===== src/rtl/mult_control_if.sv =====
// Board/datapath signal bundle for the shift-add multiplier control unit.
// The master side drives the buttons and the multiplier bit; the slave side is the controller.
interface mult_control_if;
    logic Run;
    logic Load_Clear;
    logic M;
    logic Clr_Ld;
    logic Clr_XA;
    logic Add;
    logic Sub;
    logic Shift;
    logic Busy;
    logic Done;

    modport master (
        output Run, Load_Clear, M,
        input  Clr_Ld, Clr_XA, Add, Sub, Shift, Busy, Done
    );

    modport slave (
        input  Run, Load_Clear, M,
        output Clr_Ld, Clr_XA, Add, Sub, Shift, Busy, Done
    );
endinterface


===== src/rtl/mult_control.sv =====
// Sequencer for the signed shift-add multiplier: synchronises the buttons and
// issues one-hot datapath strobes (load, clear X:A, add, subtract, shift).
module mult_control #(
    parameter int WIDTH           = 8,
    parameter bit CLEAR_XA_ON_RUN = 1'b1
) (
    input  logic          Clk,
    input  logic          Reset_n,
    mult_control_if.slave bus
);

    localparam int            CW   = (WIDTH > 1) ? $clog2(WIDTH) : 1;
    localparam logic [CW-1:0] LAST = CW'(WIDTH - 1);

    typedef enum logic [2:0] {
        IDLE,
        CLRXA,
        ADD,
        SHIFT,
        HOLD
    } state_t;

    state_t        state;
    logic [CW-1:0] count;

    logic run_meta, run_s, run_q;
    logic lc_meta, lc_s;

    logic run_rise;
    logic last_iter;

    assign run_rise  = run_s & ~run_q;
    assign last_iter = (count == LAST);

    // Two-flop synchronisers for both buttons, plus a delayed copy of Run for edge detection.
    // NOTE: sequential state uses non-blocking (<=) so every flop samples pre-edge values.
    always_ff @(posedge Clk or negedge Reset_n) begin
        if (!Reset_n) begin
            run_meta <= 1'b0;
            run_s    <= 1'b0;
            run_q    <= 1'b0;
            lc_meta  <= 1'b0;
            lc_s     <= 1'b0;
        end else begin
            run_meta <= bus.Run;
            run_s    <= run_meta;
            run_q    <= run_s;
            lc_meta  <= bus.Load_Clear;
            lc_s     <= lc_meta;
        end
    end

    always_ff @(posedge Clk or negedge Reset_n) begin
        if (!Reset_n) begin
            state <= IDLE;
            count <= '0;
        end else begin
            case (state)
                IDLE: begin
                    count <= '0;
                    // Load_Clear wins over a simultaneous Run edge.
                    if (!lc_s && run_rise)
                        state <= CLEAR_XA_ON_RUN ? CLRXA : ADD;
                end
                CLRXA: state <= ADD;
                ADD:   state <= SHIFT;
                SHIFT: begin
                    // Count is held on the final shift so it never wraps; IDLE clears it.
                    if (last_iter) begin
                        state <= HOLD;
                    end else begin
                        state <= ADD;
                        count <= count + CW'(1);
                    end
                end
                HOLD: begin
                    if (!run_s)
                        state <= IDLE;
                end
                default: state <= IDLE;
            endcase
        end
    end

    // Strobes are pure decodes of state (and M in ADD), so reset clears them immediately.
    assign bus.Clr_Ld = lc_s & ((state == IDLE) | (state == HOLD));
    assign bus.Clr_XA = (state == CLRXA);
    assign bus.Add    = (state == ADD) & bus.M & ~last_iter;
    assign bus.Sub    = (state == ADD) & bus.M & last_iter;
    assign bus.Shift  = (state == SHIFT);
    assign bus.Busy   = (state == CLRXA) | (state == ADD) | (state == SHIFT);
    assign bus.Done   = (state == HOLD);

endmodule


===== src/flat_wrapper.sv =====
// flat-port wrapper written by rule: the top's interface ports become plain ports
module mult_control_flat 
#(
    parameter int WIDTH           = 8,
    parameter bit CLEAR_XA_ON_RUN = 1'b1
)
  (Clk, Reset_n, bus_Run, bus_Load_Clear, bus_M, bus_Clr_Ld, bus_Clr_XA, bus_Add, bus_Sub, bus_Shift, bus_Busy, bus_Done);
  mult_control_if bus_i ();
  input  logic Clk;
  input  logic Reset_n;
  input wire logic [$bits(bus_i.Run)-1:0] bus_Run;
  input wire logic [$bits(bus_i.Load_Clear)-1:0] bus_Load_Clear;
  input wire logic [$bits(bus_i.M)-1:0] bus_M;
  output wire logic [$bits(bus_i.Clr_Ld)-1:0] bus_Clr_Ld;
  output wire logic [$bits(bus_i.Clr_XA)-1:0] bus_Clr_XA;
  output wire logic [$bits(bus_i.Add)-1:0] bus_Add;
  output wire logic [$bits(bus_i.Sub)-1:0] bus_Sub;
  output wire logic [$bits(bus_i.Shift)-1:0] bus_Shift;
  output wire logic [$bits(bus_i.Busy)-1:0] bus_Busy;
  output wire logic [$bits(bus_i.Done)-1:0] bus_Done;
  assign bus_i.Run = bus_Run;
  assign bus_i.Load_Clear = bus_Load_Clear;
  assign bus_i.M = bus_M;
  assign bus_Clr_Ld = bus_i.Clr_Ld;
  assign bus_Clr_XA = bus_i.Clr_XA;
  assign bus_Add = bus_i.Add;
  assign bus_Sub = bus_i.Sub;
  assign bus_Shift = bus_i.Shift;
  assign bus_Busy = bus_i.Busy;
  assign bus_Done = bus_i.Done;
  mult_control #(.WIDTH(WIDTH), .CLEAR_XA_ON_RUN(CLEAR_XA_ON_RUN)) u_core (.Clk(Clk), .Reset_n(Reset_n), .bus(bus_i));
endmodule

===== config.mk =====
export PLATFORM = sky130hd
export DESIGN_NAME = mult_control_flat
export DESIGN_NICKNAME = d
export VERILOG_FILES = /design/src/rtl/mult_control_if.sv /design/src/rtl/mult_control.sv /design/src/flat_wrapper.sv
export SDC_FILE = /design/constraint.sdc
export NUM_CORES = 1
export LEC_CHECK = 0
export ABC_AREA = 1
export BUFFER_PORTS_ARGS = -buffer_cell sky130_fd_sc_hd__buf_2
export CAP_MARGIN = 20
export CORE_MARGIN = 2
export CORE_UTILIZATION = 35
export DETAILED_ROUTE_END_ITERATION = 6
export GPL_ROUTABILITY_DRIVEN = 1
export SYNTH_ARGS = -nofsm -noshare
export SYNTH_HDL_FRONTEND = slang
export SYNTH_SLANG_ARGS = --single-unit

===== constraint.sdc =====
create_clock -name Clk -period 1.2 [get_ports Clk]
set_input_delay 0.06 -clock Clk [delete_from_list [all_inputs] [get_ports Clk]]
set_output_delay 0.06 -clock Clk [all_outputs]
set_load 0.03 [all_outputs]

==> results.yml <==
status:
  outcome: "finished with violations"
  failed_checks: "setup timing"
placed_design:
  dp.cells: 81
  hpwl_um: 696
  routabilityCongestion: 0.729
  port_buffers: 11
cts:
  clk_transition_reported_paths_ns: 0.08
  cts_inserted_buffers: 3
  clock_sinks: 11
  cts_root_cell: "sky130_fd_sc_hd__clkbuf_4"
  clock_latency_at_the_later_pin_of_the_worst_skew_pair_ns: 0.27
  htreeDepth: 1
  tritoncts: "done"
  ctsLongestPathBuffers: 2
critical_path:
  critical_path.max_fanout: 3
  worstPathRequired_ns: 1.14
  criticalPathCategory: "reg -> out"
  critical_path_capture_point_type: "output pin"
  start_kind: "register"
  critical_path_arrival_ns: 1.33
pwr:
  static-leakage-power_nw: 0.392
  power_per_cell_area_mw_per_mm2: 2420
  irDropWorstVdd_mv: 1.21
sta:
  timing.clock.skew_ns: 0.0101
  setup_total_negative_slack_ns: -0.817
  post-route-period-util_pct: 116
  report.final.setup_viol: 8
  hold_viol: 0
  period_minus_slack_ns: 1.39
  highest_attainable_clock_frequency_mhz: 718
  slew_headroom_pct: 83.6
  timing.final.max_slew_violations: 0
  worst_slew_pin_slew_ns: 0.245
  grt_setup_unrepaired: "true"
  final_critical_path_setup_slack_ns: -0.192
grt:
  grt_pass1_wl_mm: 1.76
  gr_layer_usage_met2_pct: 31.6
  gr-usage-met1_pct: 16.8
  number_of_global_route_vias_before_repair: 456
  grt_start_max_net_pins: 12
  antenna_found_initial: 0
  global_route.overflow_total: 0
  grt.met3_usage_pct: 4.89
  grtUsageTotal_pct: 16.5
  top_usage_layer: "met2"
final_layout:
  final_nets: 90
  antenna_cells_inserted: 0
  areaGrowthSynthToFinish_pct: 70.4
  most-common-layout-cells: "sky130_fd_sc_hd__buf_6 (11), sky130_fd_sc_hd__nand2_1 (9), sky130_fd_sc_hd__buf_4 (8), sky130_fd_sc_hd__dfrtp_1 (8)"
  final_layout_fill_cell_count: 110
  final_layout_size_suffix_gt1_share_pct: 56.1
  instances_no_fill: 97
  layout.cells.most_common: "sky130_fd_sc_hd__buf_6"
die:
  die_area_mm2: 0.00170
  placement_rows: 13
  floorplan.die.width_um: 41.2
  start_util_pct: 37.3
  design.core.area_mm2: 0.00130
  pin_count: 12
  die_height_um: 41.2
routing:
  detail_route.drc_violations: 0
  drt_pre_antenna_iters: 4
  route.detailed.vias_per_inst: 4.92
  drt-initial-drc-count: 9
  ant_nets: 0
  avgRoutedWirePerCell_um: 12.5
  via_count: 477
  route.final.wire_length_mm: 1.21
synth:
  synth.ff_latch_count: 11
  postSynthCellCount: 53
  post_synth_instance_area_um2: 485
  ys_warn_count: 0
  syn-mean-instance-area_um2: 9.16
  netlist-cell-type-count: 14
  mappedNetlistNets: 60
  synth-seq-area-share_pct: 56.7
run:
  cap_violations: 0
min_path:
  worstHoldPathType: "in -> async"
==> where the power goes <==
group	internal (W)	switching [W]
clock network	0.000128	0.000126
logic	0.000542	0.000600
registers	0.000478	0.000125
total	0.00115	0.000851
==> routing by layer <==
| layer | vias up | share of wire, % |
|---|---|---|
| met2 | 15 | 54 |
| met3 | 2 | 3.5 |
| met1 | 232 | 42 |
| met4 | 0 | 0.50 |
| li1 | 228 | - |
| met5 | - | 0 |
==> metrics by stage <==
stage	worst slack [ns]	power (W)	hold WS, ns	instance area, um2	utilization (%)
3_5_place_dp	-0.0558	0.00128	-0.0608	578	44.4
3_3_place_gp	-0.0191	0.00126	-0.0587	578	44.4
5_1_grt	-0.241	0.00212	0.214	827	63.6
2_1_floorplan	-0.0469	0.00110	-0.236	493	-
4_1_cts	-0.186	0.00181	0.183	748	57.5
6_report	-0.192	0.00200	0.185	827	63.6
==> cell families (layout without fill, tap and decap cells) <==
kind of cell               after synthesis  in the layout  share of synthesized area (%)
and+or+nand+nor                         32             32                           29.6
DFF                                     11             11                           56.7
buffers and inverters                    7             36                           6.96
adders and majority gates                2              2                           5.15
AOI/OAI and AO/OA                        1              1                           1.55
==> final timing paths <==
kind                       slack, ns  cells after the start                   startpoint                          end
setup / recovery               -0.19                      6  u_core.count[0]$_DFFE_PN0P_                      bus_Sub
max in group asynchronous       0.79                      2                      Reset_n  u_core.state[0]$_DFFE_PN0P_
hold reg to reg                 0.35                      0     u_core.lc_meta$_DFF_PN0_        u_core.lc_s$_DFF_PN0_
setup reg to reg               -0.12                      8  u_core.count[0]$_DFFE_PN0P_  u_core.count[2]$_DFFE_PN0P_
min in group Clk                0.35                      0     u_core.lc_meta$_DFF_PN0_        u_core.lc_s$_DFF_PN0_
hold / removal                  0.19                      2                      Reset_n    u_core.run_meta$_DFF_PN0_
==> cell usage after synthesis, drive strengths merged <==
cell	number	area, um2
buf	1	11.3
nand2	11	43.8
nand3b	1	7.51
nand4	3	18.8
dfrtp	11	275
o21a	1	7.51
ha	2	25.0
nor3	1	5.00
nand3	5	25.0
nor2	11	43.8
inv	6	22.5
==> critical path, stage by stage (launching register included) <==
cell and delay (ns):
sky130_fd_sc_hd__dfrtp_1 0.39, sky130_fd_sc_hd__ha_2 0.20, sky130_fd_sc_hd__ha_4 0.17, sky130_fd_sc_hd__inv_4 0.05, sky130_fd_sc_hd__buf_6 0.09, sky130_fd_sc_hd__nor2_4 0.03, sky130_fd_sc_hd__buf_6 0.13
==> final cells by class <==
type / instances / area (um2) / area share [%]
sequential: 11 / 279 / 33.7
multi-input combinational: 35 / 244 / 29.5
timing repair buffer: 26 / 234 / 28.3
clock buffer: 4 / 26.3 / 3.18
inverter: 6 / 25.0 / 3.03
tap: 15 / 18.8 / 2.27
==> registers in the layout, summed over array words and instances, names as in the netlist <==
signal           count
u_core.state         3
u_core.run_meta      1
u_core.lc_s          1
u_core.run_s         1
u_core.run_q         1
u_core.lc_meta       1
u_core.count         3
==> timing repair <==
action,CTS,global route
pin swaps,11,7
buffers inserted,4,5
hold buffers,3,0
setup endpoints to repair,9,10
hold endpoints to repair,13,0
gates resized for setup,27,14
cloned,0,0
(Power assumes the default switching activity.)
